File: config.mk
export PLATFORM = sky130hd
export DESIGN_NAME = alu_issue_stage_flat
export DESIGN_NICKNAME = d
export VERILOG_FILES = /design/src/rtl/alu_issue_stage_if.sv /design/src/rtl/alu_issue_stage.sv /design/src/flat_wrapper.sv
export SDC_FILE = /design/constraint.sdc
export NUM_CORES = 1
export LEC_CHECK = 0
export ABC_AREA = 1
export BUFFER_PORTS_ARGS = -buffer_cell sky130_fd_sc_hd__buf_4
export CORE_MARGIN = 10
export CORE_UTILIZATION = 50
export DETAILED_ROUTE_END_ITERATION = 10
export GPL_TIMING_DRIVEN = 0
export PLACE_DENSITY = 0.81
export SYNTH_ARGS = -nofsm -noshare
export SYNTH_HDL_FRONTEND = slang
export SYNTH_SLANG_ARGS = --single-unit
File: constraint.sdc
create_clock -name Clk -period 2 [get_ports Clk]
set_input_delay 0.1 -clock Clk [delete_from_list [all_inputs] [get_ports Clk]]
set_output_delay 0.1 -clock Clk [all_outputs]
set_load 0.02 [all_outputs]
File: src/rtl/alu_issue_stage_if.sv
// ID/EX issue-stage bundle: decode-side inputs, control, and registered outputs.
// The slave modport is the stage itself; the master modport drives it.
interface alu_issue_stage_if #(
    parameter int CNT_W = 16
);
    logic             In_Valid;
    logic [31:0]      Instruction;
    logic [31:0]      RsData;
    logic [31:0]      RtData;
    logic             Stall;
    logic             Flush;
    logic             Out_Valid;
    logic [5:0]       ALUControl;
    logic [31:0]      A;
    logic [31:0]      B;
    logic [31:0]      C;
    logic             Illegal;
    logic [CNT_W-1:0] OpCount;

    modport slave (
        input  In_Valid, Instruction, RsData, RtData, Stall, Flush,
        output Out_Valid, ALUControl, A, B, C, Illegal, OpCount
    );

    modport master (
        output In_Valid, Instruction, RsData, RtData, Stall, Flush,
        input  Out_Valid, ALUControl, A, B, C, Illegal, OpCount
    );
endinterface

File: src/rtl/alu_issue_stage.sv
// ID/EX issue register: decodes the instruction into an ALU op and operands,
// registers them with flush/stall/valid control and keeps a saturating issue count.
module alu_issue_stage #(
    parameter int CNT_W = 16
) (
    input  logic               Clk,
    input  logic               Reset_n,
    alu_issue_stage_if.slave   bus
);
    logic [5:0]       w_op;
    logic [5:0]       w_funct;
    logic [4:0]       w_shamt;
    logic [31:0]      w_se;
    logic [31:0]      w_ze;
    logic [5:0]       w_ctrl;
    logic [31:0]      w_a;
    logic [31:0]      w_b;
    logic [31:0]      w_c;
    logic             w_illegal;

    logic             r_valid;
    logic [5:0]       r_ctrl;
    logic [31:0]      r_a;
    logic [31:0]      r_b;
    logic [31:0]      r_c;
    logic             r_illegal;
    logic [CNT_W-1:0] r_cnt;

    assign w_op    = bus.Instruction[31:26];
    assign w_funct = bus.Instruction[5:0];
    assign w_shamt = bus.Instruction[10:6];
    assign w_se    = {{16{bus.Instruction[15]}}, bus.Instruction[15:0]};
    assign w_ze    = {16'h0000, bus.Instruction[15:0]};

    // Undecodable encodings fall through to an all-zero add flagged as illegal.
    always_comb begin
        w_ctrl    = 6'd0;
        w_a       = 32'h0;
        w_b       = 32'h0;
        w_c       = 32'h0;
        w_illegal = 1'b0;
        case (w_op)
            6'h00: begin
                w_a = bus.RsData;
                w_b = bus.RtData;
                case (w_funct)
                    6'h20: w_ctrl = 6'd0;
                    6'h22: w_ctrl = 6'd1;
                    6'h24: w_ctrl = 6'd3;
                    6'h25: w_ctrl = 6'd4;
                    6'h27: w_ctrl = 6'd5;
                    6'h26: w_ctrl = 6'd6;
                    6'h2A: w_ctrl = 6'd9;
                    6'h08: w_b    = 32'h0;
                    6'h00, 6'h02: begin
                        w_ctrl = (w_funct == 6'h00) ? 6'd7 : 6'd8;
                        w_a    = 32'h0;
                        w_c    = {21'b0, w_shamt, 6'b0};
                    end
                    default: begin
                        w_a       = 32'h0;
                        w_b       = 32'h0;
                        w_illegal = 1'b1;
                    end
                endcase
            end
            6'h1C: begin
                if (w_funct == 6'h02) begin
                    w_ctrl = 6'd2;
                    w_a    = bus.RsData;
                    w_b    = bus.RtData;
                end else begin
                    w_illegal = 1'b1;
                end
            end
            6'h08, 6'h23, 6'h2B: begin
                w_a = bus.RsData;
                w_b = w_se;
            end
            6'h0A: begin
                w_ctrl = 6'd9;
                w_a    = bus.RsData;
                w_b    = w_se;
            end
            6'h0C, 6'h0D, 6'h0E: begin
                w_ctrl = (w_op == 6'h0C) ? 6'd3 : ((w_op == 6'h0D) ? 6'd4 : 6'd6);
                w_a    = bus.RsData;
                w_b    = w_ze;
            end
            6'h04, 6'h05: begin
                w_ctrl = 6'd1;
                w_a    = bus.RsData;
                w_b    = bus.RtData;
            end
            6'h02, 6'h03: w_ctrl = 6'd0;
            default: w_illegal = 1'b1;
        endcase
    end

    // Flush beats stall; a bubble clears everything except the issue count.
    always_ff @(posedge Clk or negedge Reset_n) begin
        if (!Reset_n) begin
            r_valid   <= 1'b0;
            r_ctrl    <= 6'd0;
            r_a       <= 32'h0;
            r_b       <= 32'h0;
            r_c       <= 32'h0;
            r_illegal <= 1'b0;
            r_cnt     <= '0;
        end else if (bus.Flush || (!bus.Stall && !bus.In_Valid)) begin
            r_valid   <= 1'b0;
            r_ctrl    <= 6'd0;
            r_a       <= 32'h0;
            r_b       <= 32'h0;
            r_c       <= 32'h0;
            r_illegal <= 1'b0;
        end else if (!bus.Stall) begin
            r_valid   <= 1'b1;
            r_ctrl    <= w_ctrl;
            r_a       <= w_a;
            r_b       <= w_b;
            r_c       <= w_c;
            r_illegal <= w_illegal;
            if (r_cnt != {CNT_W{1'b1}}) begin
                r_cnt <= r_cnt + 1'b1;
            end
        end
    end

    assign bus.Out_Valid  = r_valid;
    assign bus.ALUControl = r_ctrl;
    assign bus.A          = r_a;
    assign bus.B          = r_b;
    assign bus.C          = r_c;
    assign bus.Illegal    = r_illegal;
    assign bus.OpCount    = r_cnt;
endmodule
File: src/flat_wrapper.sv
// flat-port wrapper written by rule: the top's interface ports become plain ports
module alu_issue_stage_flat 
#(
    parameter int CNT_W = 16
)
  (Clk, Reset_n, bus_In_Valid, bus_Instruction, bus_RsData, bus_RtData, bus_Stall, bus_Flush, bus_Out_Valid, bus_ALUControl, bus_A, bus_B, bus_C, bus_Illegal, bus_OpCount);
  alu_issue_stage_if #(.CNT_W(CNT_W)) bus_i ();
  input  logic Clk;
  input  logic Reset_n;
  input wire logic [$bits(bus_i.In_Valid)-1:0] bus_In_Valid;
  input wire logic [$bits(bus_i.Instruction)-1:0] bus_Instruction;
  input wire logic [$bits(bus_i.RsData)-1:0] bus_RsData;
  input wire logic [$bits(bus_i.RtData)-1:0] bus_RtData;
  input wire logic [$bits(bus_i.Stall)-1:0] bus_Stall;
  input wire logic [$bits(bus_i.Flush)-1:0] bus_Flush;
  output wire logic [$bits(bus_i.Out_Valid)-1:0] bus_Out_Valid;
  output wire logic [$bits(bus_i.ALUControl)-1:0] bus_ALUControl;
  output wire logic [$bits(bus_i.A)-1:0] bus_A;
  output wire logic [$bits(bus_i.B)-1:0] bus_B;
  output wire logic [$bits(bus_i.C)-1:0] bus_C;
  output wire logic [$bits(bus_i.Illegal)-1:0] bus_Illegal;
  output wire logic [$bits(bus_i.OpCount)-1:0] bus_OpCount;
  assign bus_i.In_Valid = bus_In_Valid;
  assign bus_i.Instruction = bus_Instruction;
  assign bus_i.RsData = bus_RsData;
  assign bus_i.RtData = bus_RtData;
  assign bus_i.Stall = bus_Stall;
  assign bus_i.Flush = bus_Flush;
  assign bus_Out_Valid = bus_i.Out_Valid;
  assign bus_ALUControl = bus_i.ALUControl;
  assign bus_A = bus_i.A;
  assign bus_B = bus_i.B;
  assign bus_C = bus_i.C;
  assign bus_Illegal = bus_i.Illegal;
  assign bus_OpCount = bus_i.OpCount;
  alu_issue_stage #(.CNT_W(CNT_W)) u_core (.Clk(Clk), .Reset_n(Reset_n), .bus(bus_i));
endmodule
; Word level (Yosys, flattened, before mapping)
; Cells that the tools add are included.
[word_totals]
output_inout_bits = 120
reg_bits = 120
[classes]
reduce_logical = 16
n_bitwise = 2
n_eq_ne = 23
addsub = 1
muxes = 29
[op_table]
columns = operator, n
row1 = 32-bit two-way mux, 11
row2 = 32-bit one-hot mux with 5 select lines, 1
row3 = 32-bit one-hot mux with 3 select lines, 1
row4 = 6-bit equality test (second input constant), 9
row5 = 6-bit one-hot mux with 7 select lines, 1
row6 = 6-bit by 4-bit equality test with 1-bit output (second input constant), 6
row7 = 6-bit one-hot mux with 5 select lines, 1
row8 = 6-bit by 2-bit equality test with 1-bit output (second input constant), 3
row9 = 6-bit two-way mux, 3
row10 = 9-bit OR reduction, 2
row11 = 16-bit by 1-bit adder with 16-bit output (second input constant), 1
row12 = 16-bit inequality test (second input constant), 1
row13 = 6-bit by 3-bit equality test with 1-bit output (second input constant), 2
row14 = 6-bit logical NOT, 2
row15 = 11-bit two-way mux, 1
row16 = 11-bit OR reduction, 1
row17 = 10-bit OR reduction, 1
row18 = 8-bit OR reduction, 1
row19 = 6-bit by 5-bit equality test with 1-bit output (second input constant), 1
row20 = 1-bit two-way mux, 6
row21 = 2-bit two-way mux, 2
row22 = 4-bit two-way mux, 1
row23 = 2-bit OR reduction, 2
row24 = 4-bit OR reduction, 1
row25 = 8 further kinds, 10

; Depth between registers and ports, before layout
[logic_depth]
word_depth = 6
ltp_mapped = 12

; Least setup slack after synthesis
; Ideal clock, no wire load.
[synth_path]
path_type = reg2reg
start = register u_core.r_cnt[0], in the netlist u_core.bus.OpCount[0]
end = register u_core.r_cnt[8], in the netlist u_core.bus.OpCount[8]
period_less_slack_ns = 1.679
arrival_ns = 1.548
setup_ns = 0.131
setup_slack_ns = 0.321
required_ns = 1.869
n_path_buf = 1
path_stages_with_launch = 10
path_cell_list = dfrtp_1 -> ha_1 -> nand3_1 -> inv_1 -> nand4_1 -> nand2_1 -> buf_2 -> nor2_1 -> nand2_1 -> xnor2_1
[synth_between]
elab_chain_len = 2
[synth_lines]
columns = item, line
row1 = start: declaration, alu_issue_stage.sv:27  ; logic [CNT_W-1:0] r_cnt;
row2 = start signal: assignment, alu_issue_stage.sv:125  ; r_cnt <= r_cnt + 1'b1;
row3 = branches (longest 2 deep; another with 16-bit by 1-bit adder with 16-bit output), n/a
; Parallel ways; which one is timed is not known.
; A chain may end at the register's enable or synchronous reset.

; Worst setup path in the final report
; Same ends and word-level chain as after synthesis.

==> impl_metrics.tcl <==
set metrics [dict create \
    nets 1200 \
    critPathArrivalTime_ps 1980 \
    worst_setup_path_end_kind "register" \
    maxCapViolations 0 \
    cts_root_buffer "clkbuf_16" \
    clk_latency_ps 340 \
    io-pin-count 221 \
    synth_top_area_frac 0.3949 \
    synth_seq_cells 91 \
    cts_sinks 91 \
    core_area_um2 11370 \
    cts_resized 0 \
    worst_path_largest_cell_delay_ps 420 \
    synth_common_cells "nand2_1, nor2_1, inv_1, nand3_1, dfrtp_1" \
    wirelength_mm 17.66 \
    cts_buffers 9 \
    dieArea_um2 16230 \
    max_freq_mhz 572.2 \
    yosysMostFrequentCell "nand2_1" \
    cts_setup_buffers 0 \
    syn_area_um2 5767 \
    critical_path_buf_inv_count 2 \
    setup.worst_path.class "reg -> reg" \
    hold_viol 13 \
    p_sw_frac 0.2925 \
    min_period_ps 1748 \
    synth-async-reset-ratio 1.000 \
    start_util 0.5072 \
    place_congestion 0.9151 \
    area_delta_synth_final_pct 33.56 \
    cp_slowest_cell "dfrtp_1" \
    synthFlopType "dfrtp_1" \
    slew_viol_final 0 \
    die-width_um 127.4 \
    synth_top_area_cell "dfrtp_1" \
    die_h_um 127.4 \
    switchingPower_uw 1336 \
    rsz0062_at_grt "false" \
    combinationalPowerShare 0.185 \
    io_buffers 181 \
    path_delay_family "simple AND/OR/NAND/NOR gates" \
    fin_skew_ps 2.101 \
    clk_pin_slew_ps 70 \
    yosysSeqAreaShare 0.3949 \
    grt_pass1_wl_mm 28.12 \
    vias 5986 \
    synth_enable_flop_cells 0 \
    layout-drive-gt1-share 0.2495 \
    slew_headroom 0.2175 \
    antenna_found_initial 0 \
    cts_tree "done" \
    power_frac_seq 0.434 \
    period_share 0.8739 \
    first_iter_violations 559 \
    hold_class "in -> async" \
    grt_pass1_vias 5583 \
    clock_path_buffers 2 \
    crit_chain "ha_1 -> nand3_1 -> inv_1 -> nand4_1 -> nand2_1 -> buf_2 -> nor2_1 -> nand2_1 -> xnor2_1" \
    status "finished with violations" \
    ctsHoldBuffers 0 \
    drc 0 \
    required_ps 2230 \
    clkPwrFrac 0.381 \
    wl_per_cell_um 14.19 \
    row_count 39 \
    cp-start-kind "register" \
    critical_path.max_fanout 10 \
    finalSetupViolations 0 \
    synthTopCellsByArea "dfrtp_1, nand2_1, nand3_1, nor2_1, inv_1" \
    yosysUniqueCellTypes 32 \
    grt_max_degree 92 \
    power_density_nw_per_um2 592.9 \
    r2r_cells 9 \
    leakage_uw 0.004874 \
    dp_hpwl_mm 13.14 \
    tightest_slew_ps 1174 \
    ir_worst_vdd_mv 0.6544 \
    intPower_uw 3231 \
    drtPass1Iterations 5 \
    track_usage 0.2087 \
    r2r_slack_ps 250 \
    overflow 0 \
    num_antenna_cells 0 \
    syn_inst 878 \
    violations "negative hold slack" \
    hold_slack_ps -54.44 \
    r2r_end "u_core.bus.OpCount[8]" \
    ant_nets 0 \
    crit_path_frequent_cell "nand2_1" \
    tns_ps 0 \
    viasPerCell 4.808 \
    syn_area_per_cell_um2 6.568 \
    htreeDepth 3 \
    yosysWarningCount 0 \
    regToRegStartpoint "u_core.bus.OpCount[0]" \
]
==> final cells by class <==
class / count / area (um2)
Fill cell: 1055 / 3667
Multi-Input combinational cell: 645 / 2778
Inverter: 104 / 390.4
Clock inverter: 5 / 63.81
Tap cell: 143 / 178.9
Timing Repair Buffer: 181 / 1359
Buffer: 66 / 426.7
Sequential cell: 91 / 2277
Clock buffer: 10 / 229.0
==> cell usage in the layout, fill, tap and decap left out, drive strengths merged, types with 13 or more instances in the layout <==
master,Yosys,final
buf,58,239
clkbuf,8,18
conb,1,29
dfrtp,91,91
inv,104,105
nand2,339,339
nand3,96,96
nor2,120,120
o21ai,13,13
o22ai,16,16
==> sequential cells by signal, summed over array words and instances, names as in the netlist <==
signal	flops
u_core.bus.A	32
u_core.bus.ALUControl	4
u_core.bus.B	32
u_core.bus.C	5
u_core.bus.Illegal	1
u_core.bus.OpCount	16
u_core.bus.Out_Valid	1
==> worst reg2reg max path: stages (launching register included) <==
cell and delay [ps]:
dfrtp_1 420, ha_1 260, nand3_1 140, inv_1 70, nand4_1 90, nand2_1 70
buf_2 200, nor2_1 160, nand2_1 80, xnor2_1 120
==> how the worst max path moves through the flow <==
stage | cells past startpoint | to | slack, ps | start
floorplan | 9 | u_core.bus.OpCount[8] | 320 | u_core.bus.OpCount[0]
global placement | 9 | u_core.bus.OpCount[8] | 270 | u_core.bus.OpCount[0]
detailed placement | 9 | u_core.bus.OpCount[8] | 270 | u_core.bus.OpCount[0]
CTS | 9 | u_core.bus.OpCount[8] | 250 | u_core.bus.OpCount[0]
global route | 9 | u_core.bus.OpCount[8] | 120 | u_core.bus.OpCount[0]
finish | 9 | u_core.bus.OpCount[8] | 250 | u_core.bus.OpCount[0]
==> stage by stage <==
stage	setup WS (ps)	cell area, um2	utilization	cells	power [uW]
final	252.3	7702	0.6775	1245	4566
after floorplan	320.5	5872	-	906	2466
after global routing	116.0	7702	0.6775	1245	4759
after detailed placement	268.8	7410	0.6517	1230	2857
after global placement	270.7	7410	0.6517	1230	2849
after CTS	248.0	7702	0.6775	1245	4581
==> logic make-up (layout without fill, tap and decap cells) <==
kind of cell	after synthesis	in the layout	share of synthesized area
buf+inv	170	366	0.1417
simple gates	568	568	0.4059
other cells	1	29	0.0006503
xor+xnor	13	13	0.01974
fa+ha+maj	1	1	0.002169
flops	91	91	0.3949
compound gates	34	34	0.03493
==> power groups by stage <==
stage	clock network, uW	logic (uW)	registers (uW)
5_1_grt	1830	936	1990
6_report	1740	847	1980
2_1_floorplan	0	384	2080
3_5_place_dp	0	844	2010
4_1_cts	1750	848	1980
3_3_place_gp	0	832	2020
==> metal layers <==
layer | routed length (um) | share of wire | up-vias | GRT usage
met3 | 1450 | 0.082 | 28 | 0.05997
met5 | 0 | 0 | - | 0
met1 | 7526 | 0.43 | 2676 | 0.2640
met2 | 8316 | 0.47 | 214 | 0.3318
met4 | 370 | 0.021 | 0 | 0.07569
li1 | - | - | 3068 | -
Power figures use the tool's default switching activity.
